[src/rtl/rv_enc_pkg.sv]
// RV32I encoder shared types: opcode/funct3 constants, format enum, request bundle
// and immediate scatter helpers used by the instruction-memory loader.
package rv_enc_pkg;

    localparam logic [4:0] OPCODE_LOAD   = 5'b00000;
    localparam logic [4:0] OPCODE_OP_IMM = 5'b00100;
    localparam logic [4:0] OPCODE_AUIPC  = 5'b00101;
    localparam logic [4:0] OPCODE_STORE  = 5'b01000;
    localparam logic [4:0] OPCODE_OP     = 5'b01100;
    localparam logic [4:0] OPCODE_LUI    = 5'b01101;
    localparam logic [4:0] OPCODE_BRANCH = 5'b11000;
    localparam logic [4:0] OPCODE_JALR   = 5'b11001;
    localparam logic [4:0] OPCODE_JAL    = 5'b11011;

    localparam logic [2:0] FUNCT3_ADD_SUB = 3'b000;
    localparam logic [2:0] FUNCT3_SLL     = 3'b001;
    localparam logic [2:0] FUNCT3_SRL_SRA = 3'b101;
    localparam logic [2:0] FUNCT3_SW      = 3'b010;

    typedef enum logic [2:0] {FMT_R, FMT_I, FMT_SH, FMT_S, FMT_B, FMT_U, FMT_J} fmt_e;

    typedef struct packed {
        logic [4:0]  opc;
        logic [2:0]  funct3;
        logic        alt;
        logic [4:0]  rd;
        logic [4:0]  rs1;
        logic [4:0]  rs2;
        logic [31:0] imm;
    } enc_req_t;

    // Each helper returns the immediate scattered into its instruction-word bit positions.
    function automatic logic [31:0] enc_imm_i(input logic [11:0] imm);
        return {imm[11:0], 20'b0};
    endfunction

    function automatic logic [31:0] enc_imm_s(input logic [11:0] imm);
        return {imm[11:5], 13'b0, imm[4:0], 7'b0};
    endfunction

    function automatic logic [31:0] enc_imm_b(input logic [12:1] imm);
        return {imm[12], imm[10:5], 13'b0, imm[4:1], imm[11], 7'b0};
    endfunction

    function automatic logic [31:0] enc_imm_u(input logic [31:12] imm);
        return {imm[31:12], 12'b0};
    endfunction

    function automatic logic [31:0] enc_imm_j(input logic [20:1] imm);
        return {imm[20], imm[10:1], imm[11], imm[19:12], 12'b0};
    endfunction

endpackage

[src/rtl/insn_encoder_loader_if.sv]
// Field-bundle request and loader write port of the instruction encoder.
interface insn_encoder_loader_if #(parameter int unsigned ADDR_W = 32);
    logic              i_req_vld;
    logic              o_req_rdy;
    logic [4:0]        i_opc;
    logic [2:0]        i_funct3;
    logic              i_alt;
    logic [4:0]        i_rd;
    logic [4:0]        i_rs1;
    logic [4:0]        i_rs2;
    logic [31:0]       i_imm;
    logic              o_wr_en;
    logic              i_wr_rdy;
    logic [ADDR_W-1:0] o_wr_addr;
    logic [31:0]       o_wr_data;

    modport slave (
        input  i_req_vld, i_opc, i_funct3, i_alt, i_rd, i_rs1, i_rs2, i_imm, i_wr_rdy,
        output o_req_rdy, o_wr_en, o_wr_addr, o_wr_data
    );

    modport master (
        output i_req_vld, i_opc, i_funct3, i_alt, i_rd, i_rs1, i_rs2, i_imm, i_wr_rdy,
        input  o_req_rdy, o_wr_en, o_wr_addr, o_wr_data
    );
endinterface

[src/rtl/sync_fifo.sv]
// Synchronous FIFO with flush; head word is read straight from the storage registers.
module sync_fifo #(
    parameter int unsigned WIDTH = 32,
    parameter int unsigned DEPTH = 4
) (
    input  logic                     clk,
    input  logic                     rst,
    input  logic                     clr,
    input  logic                     push,
    input  logic [WIDTH-1:0]         wdata,
    input  logic                     pop,
    output logic [WIDTH-1:0]         rdata,
    output logic                     full,
    output logic                     empty,
    output logic [$clog2(DEPTH):0]   count
);
    localparam int unsigned PW = $clog2(DEPTH);

    logic [WIDTH-1:0] mem [DEPTH];
    logic [PW-1:0]    wr_ptr;
    logic [PW-1:0]    rd_ptr;
    logic             do_push;
    logic             do_pop;

    assign empty   = (count == '0);
    assign full    = (count == (PW + 1)'(DEPTH));
    assign do_pop  = pop && !empty;
    assign do_push = push && (!full || do_pop);
    assign rdata   = empty ? '0 : mem[rd_ptr];

    always_ff @(posedge clk or posedge rst) begin
        if (rst) begin
            wr_ptr <= '0;
            rd_ptr <= '0;
            count  <= '0;
        end else if (clr) begin
            wr_ptr <= '0;
            rd_ptr <= '0;
            count  <= '0;
        end else begin
            if (do_push) wr_ptr <= wr_ptr + 1'b1;
            if (do_pop)  rd_ptr <= rd_ptr + 1'b1;
            case ({do_push, do_pop})
                2'b10:   count <= count + 1'b1;
                2'b01:   count <= count - 1'b1;
                default: count <= count;
            endcase
        end
    end

    always_ff @(posedge clk) begin
        if (do_push && !clr) mem[wr_ptr] <= wdata;
    end
endmodule

[src/rtl/insn_encoder_loader.sv]
// RV32I field-bundle encoder: one-entry encode stage with legality check, word FIFO,
// and an auto-incrementing byte address for the instruction-memory loader.
module insn_encoder_loader
    import rv_enc_pkg::*;
#(
    parameter int unsigned       FIFO_DEPTH = 4,
    parameter int unsigned       ADDR_W     = 32,
    parameter logic [ADDR_W-1:0] BASE_ADDR  = '0
) (
    input  logic                          i_clk,
    input  logic                          i_rst,
    input  logic                          i_clr,
    insn_encoder_loader_if.slave          bus,
    output logic                          o_err,
    output logic [$clog2(FIFO_DEPTH):0]   o_count
);
    enc_req_t          req;
    fmt_e              fmt;
    logic              legal;
    logic [31:0]       word;
    logic              enc_vld;
    logic [31:0]       enc_word;
    logic              full;
    logic              empty;
    logic              pop;
    logic              push;
    logic              push_ok;
    logic              accept;
    logic [ADDR_W-1:0] addr;

    assign pop           = !empty && bus.i_wr_rdy;
    assign push_ok       = !full || pop;
    assign push          = enc_vld && push_ok;
    assign bus.o_req_rdy = !enc_vld || push_ok;
    assign accept        = bus.i_req_vld && bus.o_req_rdy;
    assign bus.o_wr_en   = !empty;
    assign bus.o_wr_addr = addr;

    always_comb begin
        req.opc    = bus.i_opc;
        req.funct3 = bus.i_funct3;
        req.alt    = bus.i_alt;
        req.rd     = bus.i_rd;
        req.rs1    = bus.i_rs1;
        req.rs2    = bus.i_rs2;
        req.imm    = bus.i_imm;
    end

    always_comb begin
        fmt   = FMT_I;
        legal = 1'b1;
        case (req.opc)
            OPCODE_LOAD:   legal = !(req.funct3 inside {3'b011, 3'b110, 3'b111});
            OPCODE_OP_IMM: begin
                fmt   = (req.funct3 inside {FUNCT3_SLL, FUNCT3_SRL_SRA}) ? FMT_SH : FMT_I;
                legal = !req.alt || (req.funct3 == FUNCT3_SRL_SRA);
            end
            OPCODE_AUIPC,
            OPCODE_LUI:    fmt = FMT_U;
            OPCODE_STORE: begin
                fmt   = FMT_S;
                legal = (req.funct3 <= FUNCT3_SW);
            end
            OPCODE_OP: begin
                fmt   = FMT_R;
                legal = !req.alt || (req.funct3 inside {FUNCT3_ADD_SUB, FUNCT3_SRL_SRA});
            end
            OPCODE_BRANCH: begin
                fmt   = FMT_B;
                legal = !(req.funct3 inside {3'b010, 3'b011});
            end
            OPCODE_JALR:   legal = (req.funct3 == 3'b000);
            OPCODE_JAL:    fmt = FMT_J;
            default:       legal = 1'b0;
        endcase
    end

    // Fields not used by a format are simply never OR-ed in, so they encode as zero.
    always_comb begin
        logic [31:0] f_opc, f_rd, f_f3, f_rs1, f_rs2, f_alt;
        f_opc = {25'b0, req.opc, 2'b11};
        f_rd  = {20'b0, req.rd, 7'b0};
        f_f3  = {17'b0, req.funct3, 12'b0};
        f_rs1 = {12'b0, req.rs1, 15'b0};
        f_rs2 = {7'b0, req.rs2, 20'b0};
        f_alt = req.alt ? 32'h4000_0000 : 32'h0;
        word  = f_opc;
        case (fmt)
            FMT_R:   word = f_opc | f_rd | f_f3 | f_rs1 | f_rs2 | f_alt;
            FMT_I:   word = f_opc | f_rd | f_f3 | f_rs1 | enc_imm_i(req.imm[11:0]);
            FMT_SH:  word = f_opc | f_rd | f_f3 | f_rs1 | f_alt | {7'b0, req.imm[4:0], 20'b0};
            FMT_S:   word = f_opc | f_f3 | f_rs1 | f_rs2 | enc_imm_s(req.imm[11:0]);
            FMT_B:   word = f_opc | f_f3 | f_rs1 | f_rs2 | enc_imm_b(req.imm[12:1]);
            FMT_U:   word = f_opc | f_rd | enc_imm_u(req.imm[31:12]);
            FMT_J:   word = f_opc | f_rd | enc_imm_j(req.imm[20:1]);
            default: word = f_opc;
        endcase
    end

    always_ff @(posedge i_clk or posedge i_rst) begin
        if (i_rst) begin
            enc_vld  <= 1'b0;
            enc_word <= '0;
            o_err    <= 1'b0;
            addr     <= BASE_ADDR;
        end else if (i_clr) begin
            enc_vld  <= 1'b0;
            enc_word <= '0;
            o_err    <= 1'b0;
            addr     <= BASE_ADDR;
        end else begin
            // An illegal accept still frees the stage once its current word has moved on.
            if (accept && legal) begin
                enc_vld  <= 1'b1;
                enc_word <= word;
            end else if (push) begin
                enc_vld  <= 1'b0;
            end
            if (accept && !legal) o_err <= 1'b1;
            if (pop) addr <= addr + ADDR_W'(4);
        end
    end

    sync_fifo #(
        .WIDTH (32),
        .DEPTH (FIFO_DEPTH)
    ) u_fifo (
        .clk   (i_clk),
        .rst   (i_rst),
        .clr   (i_clr),
        .push  (push),
        .wdata (enc_word),
        .pop   (pop),
        .rdata (bus.o_wr_data),
        .full  (full),
        .empty (empty),
        .count (o_count)
    );
endmodule

[src/flat_wrapper.sv]
// flat-port wrapper written by rule: the top's interface ports become plain ports
module insn_encoder_loader_flat import rv_enc_pkg::*;
#(
    parameter int unsigned       FIFO_DEPTH = 4,
    parameter int unsigned       ADDR_W     = 32,
    parameter logic [ADDR_W-1:0] BASE_ADDR  = '0
)
  (i_clk, i_rst, i_clr, o_err, o_count, bus_i_req_vld, bus_i_opc, bus_i_funct3, bus_i_alt, bus_i_rd, bus_i_rs1, bus_i_rs2, bus_i_imm, bus_i_wr_rdy, bus_o_req_rdy, bus_o_wr_en, bus_o_wr_addr, bus_o_wr_data);
  insn_encoder_loader_if #(.ADDR_W(ADDR_W)) bus_i ();
  input  logic i_clk;
  input  logic i_rst;
  input  logic i_clr;
  output logic o_err;
  output logic [$clog2(FIFO_DEPTH):0] o_count;
  input wire logic [$bits(bus_i.i_req_vld)-1:0] bus_i_req_vld;
  input wire logic [$bits(bus_i.i_opc)-1:0] bus_i_opc;
  input wire logic [$bits(bus_i.i_funct3)-1:0] bus_i_funct3;
  input wire logic [$bits(bus_i.i_alt)-1:0] bus_i_alt;
  input wire logic [$bits(bus_i.i_rd)-1:0] bus_i_rd;
  input wire logic [$bits(bus_i.i_rs1)-1:0] bus_i_rs1;
  input wire logic [$bits(bus_i.i_rs2)-1:0] bus_i_rs2;
  input wire logic [$bits(bus_i.i_imm)-1:0] bus_i_imm;
  input wire logic [$bits(bus_i.i_wr_rdy)-1:0] bus_i_wr_rdy;
  output wire logic [$bits(bus_i.o_req_rdy)-1:0] bus_o_req_rdy;
  output wire logic [$bits(bus_i.o_wr_en)-1:0] bus_o_wr_en;
  output wire logic [$bits(bus_i.o_wr_addr)-1:0] bus_o_wr_addr;
  output wire logic [$bits(bus_i.o_wr_data)-1:0] bus_o_wr_data;
  assign bus_i.i_req_vld = bus_i_req_vld;
  assign bus_i.i_opc = bus_i_opc;
  assign bus_i.i_funct3 = bus_i_funct3;
  assign bus_i.i_alt = bus_i_alt;
  assign bus_i.i_rd = bus_i_rd;
  assign bus_i.i_rs1 = bus_i_rs1;
  assign bus_i.i_rs2 = bus_i_rs2;
  assign bus_i.i_imm = bus_i_imm;
  assign bus_i.i_wr_rdy = bus_i_wr_rdy;
  assign bus_o_req_rdy = bus_i.o_req_rdy;
  assign bus_o_wr_en = bus_i.o_wr_en;
  assign bus_o_wr_addr = bus_i.o_wr_addr;
  assign bus_o_wr_data = bus_i.o_wr_data;
  insn_encoder_loader #(.FIFO_DEPTH(FIFO_DEPTH), .ADDR_W(ADDR_W), .BASE_ADDR(BASE_ADDR)) u_core (.i_clk(i_clk), .i_rst(i_rst), .i_clr(i_clr), .bus(bus_i), .o_err(o_err), .o_count(o_count));
endmodule
[config.mk]
export PLATFORM = sky130hd
export DESIGN_NAME = insn_encoder_loader_flat
export DESIGN_NICKNAME = d
export VERILOG_FILES = /design/src/rtl/rv_enc_pkg.sv /design/src/rtl/insn_encoder_loader_if.sv /design/src/rtl/sync_fifo.sv /design/src/rtl/insn_encoder_loader.sv /design/src/flat_wrapper.sv
export SDC_FILE = /design/constraint.sdc
export NUM_CORES = 1
export LEC_CHECK = 0
export CAP_MARGIN = 20
export CORE_ASPECT_RATIO = 0.9
export CORE_MARGIN = 1
export CORE_UTILIZATION = 40
export CTS_BUF_LIST = sky130_fd_sc_hd__clkbuf_16
export DETAILED_ROUTE_END_ITERATION = 16
export GPL_ROUTABILITY_DRIVEN = 0
export PLACE_DENSITY_LB_ADDON = 0.15
export SLEW_MARGIN = 20
export SYNTH_ARGS = -nofsm -noshare
export SYNTH_HDL_FRONTEND = slang
export SYNTH_SLANG_ARGS = --single-unit
export TNS_END_PERCENT = 20
[constraint.sdc]
create_clock -name i_clk -period 2.1 [get_ports i_clk]
set_input_delay 0.315 -clock i_clk [delete_from_list [all_inputs] [get_ports i_clk]]
set_output_delay 0.315 -clock i_clk [all_outputs]
set_load 0.02 [all_outputs]
==> flow_summary_export.csv <==
group,metric,value,unit
critical_path,cp-end-kind,"output port",
clocking,cts_root_buf,"clkbuf_16",
floorplan,io_pins,131,
finish,nets,825,
routing,drt_iter0_markers,311,
critical_path,path_cells,"buf_12, buf_12, mux4_2, nor2b_1, buf_4",
global_routing,grt-ovfl-total,0,
place,dpl_worst_slack,-0.375,ns
timing,rsz0062_at_grt,"yes",
synth,synth.distinct_cells,63,
timing,hold_violations,0,
synth,synth-xor-area-share,0.0306,
timing,tightest_slew,0.852,ns
finish,mostFrequentLayoutCell,"edfxtp_1",
timing,finalWorstSetupSlack,-0.102,ns
critical_path,cpMaxStageDelayCell,"mux4_2",
place,place_hpwl,13.3,mm
clocking,clk_pin_slew,0.07,ns
clocking,cts_tree,"built",
critical_path,critical_path_class,"reg2out",
critical_path,crit_buf_inv,3,
finish,syn_to_final_growth,33.8,%
clocking,cts_sinks,194,
synth,syn_avg_cell_area,15.0,um^2
synth,async_flop_share,0.361,
critical_path,crit_path_max_fanout,8,
synth,synth_mux_area_frac,0.0975,
global_routing,grt_max_degree,71,
finish,multiInputGateArea,2990,um^2
routing,totalWireLength,20.7,mm
finish,final-seq-area,5480,um^2
timing,slew_headroom,0.427,
routing,wl_per_cell,19.6,um
power,pwr_density_cell,971,nW/um^2
global_routing,grt_use_total,0.203,
critical_path,crit_path_start,"u_core.u_fifo.rd_ptr[0]",
critical_path,critPathTopFamily,"multiplexers",
finish,diodes,0,
clocking,htree_levels,4,
routing,firstDrtPassIters,5,
critical_path,worstPathRequired,1.78,ns
synth,synth-compound-area-share,0.0831,
global_routing,grt_pass1_wl,32.9,mm
critical_path,r2r_start,"u_core.u_fifo.count[2]",
routing,post-route-drc-count,0,
finish,drive_above_1_share,0.274,
floorplan,fp-row-count,50,
place,io_buffer_count,128,
synth,synthSimpleGateAreaFrac,0.108,
floorplan,die-area,22100,um^2
clocking,cts_buffer_depth,2,
routing,ant_nets,0,
synth,synth_top_family_by_area,"simple AND/OR/NAND/NOR gates",
timing,period_needed,2.20,ns
run_status,status,"complete, but fails checks",
routing,vias_per_cell,5.22,
critical_path,critPathLaunchType,"flip-flop",
synth,synth_adder_area_share,0.00960,
run_status,failed_checks,"negative setup slack",
synth,synthFlopType,"edfxtp_1",
worst_hold_path,worstHoldPathType,"in2async",
critical_path,cpPeakStageDelay,0.50,ns
timing,fmax,454,MHz
floorplan,core,21000,um^2
synth,yosysSeqAreaShare,0.637,
synth,syn_area,8600,um^2
finish,fillers,1698,
routing,num_vias,5517,
finish,final_cell_mix,"124 x edfxtp_1, 94 x clkdlybuf4s50_1, 67 x dfrtp_1",
global_routing,antenna_found_initial,0,
global_routing,first_global_vias,5800,
critical_path,cp_common_cell,"buf_12",
floorplan,die_h,141,um
flow_run,maxCapViolCount,0,
timing,setup_violations,37,
synth,yosysWarnings,0,
timing,finalMaxSlewViolations,0,
clocking,numCtsBuffers,17,
power,p_leak,4.38,nW
critical_path,cp.arrival,1.89,ns
timing,finalCritPeriodShare,1.05,
timing,finClkSkew,0.0152,ns
power,irDropWorstVdd,0.641,mV
finish,final_util,0.549,
synth,synth_cells,575,
power,fin_total_pwr,11.2,mW
synth,synth_edf_count,124,
floorplan,die_x,157,um
floorplan,initial_utilization,0.410,
clocking,insertion_delay,0.44,ns
synth,ys_ff_latch,194,
timing,finalSetupTns,-2.53,ns
==> synth_stat cells (all sizes together) (12+ instances only) <==
cell type | number | area share
dfrtp | 70 | 0.20
mux2i | 14 | 0.016
nor2b | 33 | 0.024
inv | 18 | 0.0079
a21oi | 14 | 0.0081
o2bb2ai | 25 | 0.025
nand2 | 15 | 0.0065
nor2 | 39 | 0.017
clkbuf | 13 | 0.0058
mux4 | 31 | 0.081
edfxtp | 124 | 0.43
o21ai | 12 | 0.0083
xnor2 | 21 | 0.021
nand3 | 12 | 0.0070
buf | 24 | 0.020
==> sequential cells by signal, summed over array words and instances (netlist names) <==
signal and flops:
u_core.bus.o_wr_addr 30, u_core.enc_vld 1, u_core.enc_word 31, u_core.u_fifo.rd_ptr 2, u_core.u_fifo.mem 124, u_core.u_fifo.wr_ptr 2, u_core.o_err 1, u_core.u_fifo.count 3
==> where the power goes <==
part / switching (mW) / total [mW] / internal, mW
Clock: 1.66 / 3.30 / 1.65
Combinational: 1.75 / 3.62 / 1.87
Sequential: 0.0957 / 4.24 / 4.15
Total: 3.51 / 11.2 / 7.66
==> metal layers <==
metal | track usage | wire [um]
met4 | 0.0666 | 334
met3 | 0.0375 | 716
met1 | 0.270 | 9250
met2 | 0.335 | 10400
met5 | 0 | 0
==> kinds of logic (layout without fill, tap and decap cells) <==
group           after synthesis  in the layout
compound gates               88             88
xor+xnor                     30             30
fa+ha+maj                     6              6
buf+inv                      55            250
flops                       194            194
mux                          45             45
other cells                   1              2
simple gates                156            156
==> tightest hold or removal path, cell delays in order <==
cell,delay (ns)
clkdlybuf4s50_1,0.41
inv_2,0.07
buf_12,0.34
==> layout make-up <==
cell class                 instances  share of cell area
clock inverter                    15              0.0175
sequential                       194               0.476
clock buffer                      17              0.0370
multi-input combinational        327               0.259
inverter                          18             0.00587
tap                              286              0.0311
timing repair buffer             200               0.173
==> per-stage QoR <==
step / std cells / hold slack, ns / instance area [um^2]
floorplan: 576 / 0.469 / 8610
global placement: 1015 / 0.491 / 10600
detailed placement: 1015 / 0.505 / 10600
CTS: 1058 / 0.282 / 11400
global route: 1057 / 0.323 / 11500
finish: 1057 / 0.286 / 11500
==> final timing paths <==
check | to | slack, ns | cells past startpoint
max in group asynchronous | u_core.u_fifo.count[1] | 1.49 | 3
max | bus_o_wr_data[24] | -0.10 | 5
min | u_core.bus.o_wr_addr[2] | 0.29 | 3
min reg2reg | u_core.u_fifo.mem[2][20] | 0.52 | 0
max reg2reg | u_core.u_fifo.count[2] | -0.03 | 7
min in group i_clk | u_core.enc_word[18] | 0.50 | 3
==> what timing repair did <==
item / in CTS / in global routing
gates resized for setup: 156 / 59
endpoints found under the setup margin: 35 / 161
hold buffers: 0 / 0
gates cloned: 3 / 0
pin swaps: 2 / 2
buffers inserted: 8 / 1
(Power assumes the default switching activity.)
